===== config.mk =====
export PLATFORM = sky130hd
export DESIGN_NAME = adder_vector_sequencer
export DESIGN_NICKNAME = d
export VERILOG_FILES = /design/src/rtl/adder_vector_sequencer.sv
export SDC_FILE = /design/constraint.sdc
export NUM_CORES = 1
export LEC_CHECK = 0
export CAP_MARGIN = 20
export CORE_UTILIZATION = 50
export CTS_CLUSTER_SIZE = 20
export DETAILED_ROUTE_END_ITERATION = 16
export PLACE_DENSITY = 0.7
export SYNTH_ARGS = -nofsm -noshare
export SYNTH_HDL_FRONTEND = slang
export SYNTH_SLANG_ARGS = --single-unit

===== constraint.sdc =====
create_clock -name clk -period 6.6 [get_ports clk]
set_input_delay 1.32 -clock clk [delete_from_list [all_inputs] [get_ports clk]]
set_output_delay 1.32 -clock clk [all_outputs]
set_load 0.01 [all_outputs]

===== src/rtl/adder_vector_sequencer.sv =====
// adder_vector_sequencer: replays stored A/B vectors into an adder and tallies sum matches
module adder_vector_sequencer #(
  parameter int WIDTH  = 4,
  parameter int DEPTH  = 10,
  parameter int ADDR_W = 4,
  parameter int LAT    = 1
) (
  input  logic              clk,
  input  logic              rst_n,
  input  logic              load_en,
  input  logic [ADDR_W-1:0] load_addr,
  input  logic [WIDTH-1:0]  load_a,
  input  logic [WIDTH-1:0]  load_b,
  input  logic [WIDTH-1:0]  load_exp,
  input  logic              start,
  output logic [WIDTH-1:0]  A,
  output logic [WIDTH-1:0]  B,
  input  logic [WIDTH-1:0]  sum,
  output logic              busy,
  output logic              done,
  output logic [ADDR_W:0]   pass_count,
  output logic [ADDR_W:0]   fail_count,
  output logic              fail_seen,
  output logic [ADDR_W-1:0] first_fail_idx
);
  localparam logic [2:0] IDLE = 3'd0, ISSUE = 3'd1, WAIT = 3'd2, CHECK = 3'd3, DONE = 3'd4;
  localparam int CW = $clog2(LAT + 1);
  logic [2:0] state;
  logic [ADDR_W-1:0] idx;
  logic [CW-1:0] cnt;
  logic [WIDTH-1:0] mem_a [DEPTH];
  logic [WIDTH-1:0] mem_b [DEPTH];
  logic [WIDTH-1:0] mem_exp [DEPTH];
  logic wr;
  assign wr = rst_n && load_en && !busy && ({1'b0, load_addr} < (ADDR_W+1)'(DEPTH));
  // The store survives reset so a self-test can be rerun after an abort
  always_ff @(posedge clk)
    if (wr) begin
      mem_a[load_addr]   <= load_a;
      mem_b[load_addr]   <= load_b;
      mem_exp[load_addr] <= load_exp;
    end
  always_ff @(posedge clk)
    if (!rst_n) begin
      state          <= IDLE;
      idx            <= '0;
      cnt            <= '0;
      A              <= '0;
      B              <= '0;
      busy           <= 1'b0;
      done           <= 1'b0;
      pass_count     <= '0;
      fail_count     <= '0;
      fail_seen      <= 1'b0;
      first_fail_idx <= '0;
    end else
      case (state)
        IDLE:
          if (start) begin
            pass_count     <= '0;
            fail_count     <= '0;
            fail_seen      <= 1'b0;
            first_fail_idx <= '0;
            done           <= 1'b0;
            idx            <= '0;
            busy           <= 1'b1;
            state          <= ISSUE;
          end
        ISSUE: begin
          A     <= mem_a[idx];
          B     <= mem_b[idx];
          cnt   <= CW'(LAT);
          state <= WAIT;
        end
        WAIT: begin
          cnt   <= cnt - 1'b1;
          state <= (cnt == CW'(1)) ? CHECK : WAIT;
        end
        CHECK: begin
          if (sum == mem_exp[idx])
            pass_count <= pass_count + 1'b1;
          else begin
            fail_count <= fail_count + 1'b1;
            if (!fail_seen) begin
              first_fail_idx <= idx;
              fail_seen      <= 1'b1;
            end
          end
          // Flags flip on the last check so busy spans exactly DEPTH*(LAT+2) cycles
          if (idx == ADDR_W'(DEPTH - 1)) begin
            busy  <= 1'b0;
            done  <= 1'b1;
            state <= DONE;
          end else begin
            idx   <= idx + 1'b1;
            state <= ISSUE;
          end
        end
        DONE: state <= IDLE;
        default: state <= IDLE;
      endcase
endmodule


Word level (Yosys, flattened, before mapping)
Memories as Yosys holds them, arrays and structs flattened. A register that Yosys moved wholly into a read port is not among the register bits.
Index checks and enable logic that the tools add are counted.
{"block": "classes", "addsub": 4, "order_cmp": 1, "n_eq_ne": 11, "n_mux": 28, "reduce_logical": 14}
{"operator": "two-way mux 4 bit", "count": 6}
{"operator": "one-hot mux 5 bit (2 select lines)", "count": 2}
{"operator": "one-hot mux 4 bit (2 select lines)", "count": 2}
{"operator": "two-way mux 5 bit", "count": 3}
{"operator": "inequality test 2 bit (second input constant)", "count": 6}
{"operator": "one-hot mux 3 bit (4 select lines)", "count": 1}
{"operator": "AND reduction 3 bit", "count": 4}
{"operator": "adder 5 x 1 -> 5 bit (second input constant)", "count": 2}
{"operator": "two-way mux 1 bit", "count": 8}
{"operator": "one-hot mux 1 bit (2 select lines)", "count": 4}
{"operator": "== test 3 x 2 -> 1 bit (second input constant)", "count": 2}
{"operator": "two-way mux 3 bit", "count": 2}
{"operator": "adder 4 x 1 -> 4 bit (second input constant)", "count": 1}
{"operator": "== test 4 bit", "count": 1}
{"operator": "== test 4 bit (second input constant)", "count": 1}
{"operator": "< comparator 4 bit (second input constant)", "count": 1}
{"operator": "AND reduction 4 bit", "count": 1}
{"operator": "nonzero test 2 bit", "count": 2}
{"operator": "== test 3 x 1 -> 1 bit (second input constant)", "count": 1}
{"operator": "logical AND 1 bit", "count": 3}
{"operator": "zero test 1 bit", "count": 3}
{"operator": "zero test 3 bit", "count": 1}
{"operator": "subtractor 1 bit (second input constant)", "count": 1}
{"block": "word_totals", "ff_bits": 25, "ram_bits": 120, "input_bits": 24, "output_inout_bits": 25, "wordCells": 70, "n_memories": 3}
{"name": "mem_a", "words": 10, "width": 4, "rd": 1, "rd_ports_with_merged_regs": 1, "write_ports": 1, "line_no": "31", "text": "logic [WIDTH-1:0] mem_a [DEPTH];"}
{"name": "mem_b", "words": 10, "width": 4, "rd": 1, "rd_ports_with_merged_regs": 1, "write_ports": 1, "line_no": "32", "text": "logic [WIDTH-1:0] mem_b [DEPTH];"}
{"name": "mem_exp", "words": 10, "width": 4, "rd": 1, "rd_ports_with_merged_regs": 1, "write_ports": 1, "line_no": "33", "text": "logic [WIDTH-1:0] mem_exp [DEPTH];"}

Longest topological paths before layout
{"block": "logic_depth", "ltp_word": 5, "depth_mapped": 10, "depth_no_buf": 7}

Worst setup path before layout
OpenSTA, ideal clock, no wires.
{"block": "synth_path", "kind": "input-to-reg", "startpoint": "input load_addr[2]", "endpoint": "memory mem_a[0][0] (enable)", "setup_time_ns": 0.396, "arrival_time_ns": 2.733, "t_required_ns": 6.204, "slack_ns": 3.471, "stages": 4, "n_path_buf": 1, "path_cell_list": "clkbuf_1 -> a211oi_1 -> nand2b_1 -> nor3_1"}
{"block": "synth_between", "elab_chain_len": 4}
{"item": "from (decl)", "line_no": "11", "text": "input logic [ADDR_W-1:0] load_addr,"}
{"item": "< comparator 4 bit", "line_no": "35", "text": "assign wr = rst_n && load_en && !busy && ({1'b0, load_addr} < (ADDR_W+1)'(DEPTH));"}
{"item": "logical AND 1 bit", "line_no": "35"}
{"item": "two-way mux 1 bit", "line_no": "38", "text": "if (wr) begin"}
{"item": "two-way mux 1 bit (implied by the code)", "line_no": "39", "text": "mem_a[load_addr] <= load_a;"}
{"item": "to (decl)", "line_no": "31"}
Parallel ways exist; a longest one is shown, timed or not.

Worst setup path in the final report
{"block": "layout_path", "startpoint": "input rst_n", "endpoint": "memory mem_b[9][3] (enable)"}
{"block": "layout_between", "elab_chain_len": 5}
{"item": "from (decl)", "line_no": "9", "text": "input logic rst_n,"}
{"item": "logical AND 1 bit (3 in a row)", "line_no": "35"}
{"item": "two-way mux 1 bit", "line_no": "38"}
{"item": "two-way mux 1 bit (implied by the code)", "line_no": "40", "text": "mem_b[load_addr] <= load_b;"}
{"item": "to (decl)", "line_no": "32"}
Every way passes these cells.

==> flow_summary.ini <==
[global_routing]
grt_pass1_wl_um = 19330
antenna_found_initial = 0
track_usage_pct = 20.29
first_global_vias = 3579
globalRoute.totalOverflow = 0
pin_count_of_the_biggest_net_entering_global_routing = 31

[logic_synthesis]
post_synth_num_cell_types = 52
yosysTopAreaCellShare_pct = 56.51
synth.avg_cell_area_um2 = 15.11
syn-instance-count = 422
postSynth.topFlopCell = sky130_fd_sc_hd__edfxtp_1
netlist_area_mm2 = 0.006376
ys_warn_count = 0
synthTopCellsByArea = sky130_fd_sc_hd__edfxtp_1 57%, sky130_fd_sc_hd__dfxtp_1 12%, sky130_fd_sc_hd__mux4_2 7.1%
synth_fp_nets = 450
post-synth-top-count-cell = sky130_fd_sc_hd__edfxtp_1
synth.ff_latch_count = 157
synth.top_cells.by_count = 120 x sky130_fd_sc_hd__edfxtp_1, 37 x sky130_fd_sc_hd__dfxtp_1, 24 x sky130_fd_sc_hd__nand2_1, 24 x sky130_fd_sc_hd__nor2_1, 20 x sky130_fd_sc_hd__mux4_2
synth_enable_flop_cells = 120
synth.largest_area_cell = sky130_fd_sc_hd__edfxtp_1
async_flop_share_pct = 0
seq_area_frac_synth_pct = 68.13

[floorplanning]
rows = 40
initial_core_util_pct = 52.21
floorplan.die_area_mm2 = 0.01321
floorplan.die.width_um = 114.9
design.portCount = 49
die_h_um = 114.9
fp.coreArea_mm2 = 0.01221

[placed_design]
dp_hpwl_um = 8219
postPlaceCellArea_mm2 = 0.006984
finalWeightedCongestion = 0.7287
place_worst_setup_slack_ns = 2.480
io_buffers = 48
count_of_placed_standard_cells_including_taps = 614

[routing]
drc = 0
final_antenna_net_count = 0
total_number_of_vias = 3642
detail_route.iter0.violations = 213
finalWirelength_um = 12350
wl_per_cell_um = 18.99
route.detailed.vias_per_inst = 5.603
dr.pass1.iters = 4

[pwr]
power.ir.vdd_worst_mv = 0.1938
power.combinational.fraction_pct = 4.7
pwr-share-clk_pct = 42.6
seqPwrFrac_pct = 52.7
internal_power_mw = 1.633
switching_power_share_of_the_total_pct = 20.98
power_switching_uw = 433.6
power_density_mw_per_mm2 = 273.5
power.leakage_nw = 2.455

[clock_network]
tritoncts = yes
cts_max_path_buffers = 2
htreeDepth = 4
cts.sinks = 157
cts_repair_resize_count = 0
clock_insertion_delay_worst_skew_ns = 0.42
hold_buffers = 0
cts-buffers-inserted = 17
clkTransAtPathRegs_ns = 0.06
ctsRootBufferMaster = sky130_fd_sc_hd__clkbuf_16
cts_post_setup_buffers_inserted = 0

[min_path]
worst_hold_path_type = register to register
hold_start = busy

[sta]
hold_viol = 0
report.final.setup_viol = 0
whs_ns = 0.4986
fmax_ghz = 0.2699
worst-slew-pin-transition_ns = 1.076
grt_setup_unrepaired = no
final-max-slew-violation-count = 0
final_critical_path_setup_slack_ns = 2.894
finClkSkew_ns = 0.006234
post-route-min-period_ns = 3.706
slew_headroom_pct = 27.99
tcrit_tclk_final_pct = 56.15
finalSetupTns_ns = 0

[setup_path]
cp-start-kind = input pin
worst_setup_path_end_kind = register
max_stage_delay_on_crit_path_ns = 0.85
crit_slowest_cell = sky130_fd_sc_hd__nor2_1
crit_chain = clkdlybuf4s50_1 -> nand3b_1 -> a211oi_1 -> nand2_1 -> nor2_1
required_ns = 6.64
critical_path_fanout_max = 16
timing_worst_setup_path_type = input pin to register
launch_point_of_the_critical_path = rst_n
critical-path-top-delay-family = simple AND/OR/NAND/NOR gates
crit_buf_inv = 1
critPathArrivalTime_ns = 3.74

[layout]
stdcell_count = 650
postLayoutCellArea_mm2 = 0.007557
filler_cell_count = 951
fin_nets = 497
num_antenna_cells = 0
drive_gt1_share_pct = 13.07
area.growth.synth_to_final_pct = 18.52

[run_status]
run_status = completed

[flow_run]
cap_violations = 0
-- path summary, 6_finish.rpt --
| path | slack [ns] | end | depth (start not counted) |
|---|---|---|---|
| setup / recovery | 2.89 | mem_b[9][3] | 5 |
| setup reg to reg | 3.39 | pass_count[3] | 8 |
| hold / removal | 0.50 | busy | 2 |
| hold reg to reg | 0.50 | busy | 2 |
-- sequential cells by signal (all words and copies together) (netlist names), 5 cells and up, named ones only --
| name | cells |
|---|---|
| mem_a | 40 |
| mem_exp | 40 |
| fail_count | 5 |
| pass_count | 5 |
| mem_b | 40 |
-- cells by family after synthesis --
kind of cell	share of synthesized area, %
AO/OA/AOI/OAI	7.025
XOR/XNOR	1.374
adder cells (fa/ha/maj)	0.7850
buffers and inverters	1.845
flip-flops	68.13
multiplexers	11.11
AND/OR/NAND/NOR	9.734
-- cell usage in the layout, fill, tap and decap left out, types with 17 or more instances in the layout --
cell type / synthesis / routed
sky130_fd_sc_hd__dfxtp_1: 37 / 36
sky130_fd_sc_hd__mux4_2: 20 / 20
sky130_fd_sc_hd__a211oi_1: 17 / 17
sky130_fd_sc_hd__nand2_1: 24 / 24
sky130_fd_sc_hd__clkdlybuf4s50_1: 0 / 48
sky130_fd_sc_hd__nor2_1: 24 / 24
sky130_fd_sc_hd__clkbuf_16: 0 / 17
sky130_fd_sc_hd__mux2i_1: 19 / 19
sky130_fd_sc_hd__a21oi_1: 18 / 18
sky130_fd_sc_hd__edfxtp_1: 120 / 120
-- metrics by stage --
stage / utilization [%] / power, mW
after detailed placement: 57.19 / 1.207
final: 61.89 / 2.067
after floorplan: - / 1.158
after global placement: 57.19 / 1.204
after CTS: 61.58 / 2.078
after global routing: 61.89 / 2.127
-- layer usage --
layer | vias up | share of wire [%] | track usage [%]
li1 | 1721 | - | -
met1 | 1799 | 46 | 27.98
met2 | 102 | 47 | 30.96
met3 | 20 | 4.5 | 5.324
met4 | 0 | 1.9 | 8.139
met5 | - | 0 | 0
-- power by group through the flow --
stage / clock, mW / sequential [mW] / combinational [mW]
final: 0.881 / 1.09 / 0.0978
after global routing: 0.930 / 1.09 / 0.107
after CTS: 0.891 / 1.09 / 0.0981
after detailed placement: 0 / 1.11 / 0.0978
after global placement: 0 / 1.11 / 0.0950
after floorplan: 0 / 1.10 / 0.0554
-- area by class of cell --
type | count | area (µm²) | area share, %
Clock buffer | 20 | 436.7 | 5.778
Timing Repair Buffer | 52 | 518.0 | 6.854
Tap cell | 168 | 210.2 | 2.781
Sequential cell | 157 | 4345 | 57.50
Clock inverter | 12 | 98.84 | 1.308
Inverter | 5 | 18.77 | 0.2483
Multi-Input combinational cell | 236 | 1929 | 25.53
-- worst register-to-register path: cells and delay by family (launching register included) --
kind | cells | cell delay, ns
buffers and inverters | 1 | 0.24
muxes | 2 | 0.82
and+or+nand+nor | 2 | 0.46
DFF | 1 | 0.71
AOI/OAI and AO/OA | 3 | 0.87
(Power assumes the default switching activity.)
==> RTL edit: new RTL, same flow settings <==
Compare `idx` against `ADDR_W'(DEPTH - 1)` with >= in place of ==.
--- a/src/rtl/adder_vector_sequencer.sv
+++ b/src/rtl/adder_vector_sequencer.sv
@@ -88,5 +88,5 @@
           end
           // Flags flip on the last check so busy spans exactly DEPTH*(LAT+2) cycles
-          if (idx == ADDR_W'(DEPTH - 1)) begin
+          if (idx >= ADDR_W'(DEPTH - 1)) begin
             busy  <= 1'b0;
             done  <= 1'b1;
Formal check against the unedited RTL: no difference found for any inputs over 10 cycles, from zero or initial values and one cycle with rst_n low; that may be too few to reach the edited logic, so the function may still have changed.
==> RTL edit against the unedited design <==
- cell area grew 0.15%
- worst setup slack got worse by 300 ps
- sequential cell count is the same
- wire length grew 7.1%
- sequential share of layout area shrank 0.086 points
- total power grew 4.9%
- clock power grew 12%
- clock skew decreased by 1.0 ps
- area after synthesis fell by 1.0%
==> RTL edit: results (changes against the unedited design) <==
The run finished with clean final reports. The tools report the global-route wire length before repair as 21.1 mm (was 19.3 mm). The routability congestion estimate from global placement was 0.784 (was 0.729). Worst path arrival time: 4050 ps (was 3740 ps). The tools report the clock root buffer as clkbuf_16 (unchanged). The tools report the worst hold endpoint as done$_SDFFE_PN0P_ (was busy$_SDFFE_PN0P_). The maximum fanout count along the critical path was 20 (was 16). The run gives 0 (unchanged) as the post-cts gate resize count.

The reg-to-reg setup timing slack was 3350 ps (was 3390 ps); the post-synth net total was 454 (was 450). The reported sequential group power is 1.09 mW (about the same), and the number of flops mapped to enable cells by yosys is 120 (unchanged). The first-pass iteration count of the detailed router was 6 (was 4).

The static leakage came out at 2.40 nW (was 2.46 nW). Count of distinct cell types in the synthesized netlist: 46 (was 52). Largest registers: mem_a: 40 flops, mem_b: 40 flops, mem_exp: 40 flops (unchanged). The tools report the relative contribution of combinational cells to total power as 4.6%. The fraction of layout cells with a size suffix above 1 was 14.1% (was 13.1%). Post-CTS setup buffer count: 0 (unchanged). Top post-synthesis cells by area: edfxtp_1 (57%), dfxtp_1 (12%), mux4_2 (7.5%) (was edfxtp_1 (57%), dfxtp_1 (12%), mux4_2 (7.1%)).

The internal power consumption is 1.69 mW (was 1.63 mW), and the setup slack after placement is 2050 ps (was 2480 ps). The number of vias per cell is 5.75 (was 5.60), and the overall track demand over capacity in global routing is 22.6% (was 20.3%). The worst reg2reg path depth works out to 8 (unchanged).

The logs give 905 (was 951) for the filler cell count in the final layout and 0 (unchanged) for the number of antenna violations at the first check in global routing. The sequential element share of the synthesized area is 68.8% (was 68.1%), and the post-route minimum period is 4000 ps (was 3710 ps). Setup skew after layout: 5.23 ps (was 6.23 ps). The hold path depth works out to 2 (unchanged). The number of DRC violations after detailed-routing iteration 0 came out at 350 (was 213).

The logs give 0.0998 mW (was 0.0978 mW) for the power dissipated in combinational cells and 2 (unchanged) for the number of buffers on the longest clock path. The destination of the critical timing path is mem_b[9][3]$_DFFE_PP_ (unchanged). Clock latency at the later pin of the worst-skew pair: 420 ps (about the same). For the via count of the first global-routing pass, the log shows 3822 (was 3579). The logs give 505 (was 497) for the layout net count and 0.000225 V (was 0.000194 V) for the maximum VDD drop. The number of synthesis warnings came out at 0 (unchanged). Leading post-synthesis cells by instance count: edfxtp_1 (120), nand2_1 (49), dfxtp_1 (37), nor2_1 (23) (was edfxtp_1 (120), dfxtp_1 (37), nand2_1 (24), nor2_1 (24), mux4_2 (20)).

The worst slew margin relative to its limit was 26.7% (was 28.0%); the largest net degree at the start of global routing was 39 (was 31). The tools report the launch point of the worst hold path as done$_SDFFE_PN0P_ (was busy$_SDFFE_PN0P_). Worst flop-to-flop path endpoint: fail_count[3]$_SDFFE_PN0P_ (was pass_count[3]$_SDFFE_PN0P_). The tools report the maximum level of the CTS H-tree as 4 (unchanged). The placed wire-length estimate is 8.47 mm (was 8.22 mm), and the detailed-route wire length is 13.2 mm (was 12.3 mm).
RTL edit: critical path: stages:
cell	delay, ps
clkdlybuf4s50_1	970
nand2_1	100
a2111oi_0	590
nand2_1	230
nor2_1	830
RTL edit: area by class of cell:
| class | count | area (um^2) | share of cell area (%) |
|---|---|---|---|
| Clock buffer | 17 | 425 | 5.62 |
| Clock inverter | 15 | 175 | 2.31 |
| Inverter | 8 | 30.0 | 0.397 |
| Multi-Input combinational cell | 238 | 1840 | 24.3 |
| Sequential cell | 157 | 4350 | 57.4 |
| Tap cell | 168 | 210 | 2.78 |
| Timing Repair Buffer | 54 | 541 | 7.14 |
RTL edit: routing by layer:
metal | GRT usage (%) | wire [um] | share of wire [%] | vias up
li1 | - | - | - | 1738
met1 | 29.5 | 5610 | 42 | 1851
met2 | 34.7 | 6470 | 49 | 157
met3 | 7.25 | 845 | 6.4 | 29
met4 | 10.2 | 287 | 2.2 | 0
met5 | 0 | 0 | 0 | -
RTL edit: metrics by stage:
step | instance area (um^2) | cells | util, % | hold slack, ps
6_report | 7570 | 657 | 62.2 | 469
5_1_grt | 7570 | 657 | 62.2 | 483
4_1_cts | 7530 | 654 | 62.0 | 464
3_5_place_dp | 6930 | 622 | 57.0 | 455
3_3_place_gp | 6920 | 621 | 56.9 | 454
2_1_floorplan | 6310 | 425 | - | 470
RTL edit: cells by family after synthesis:
| logic type | Yosys count | share of synthesized area, % |
|---|---|---|
| simple gates | 116 | 8.55 |
| buf+inv | 30 | 2.38 |
| compound gates | 69 | 7.65 |
| xor+xnor | 10 | 1.39 |
| mux | 38 | 10.2 |
| fa+ha+maj | 5 | 0.991 |
| flops | 157 | 68.8 |
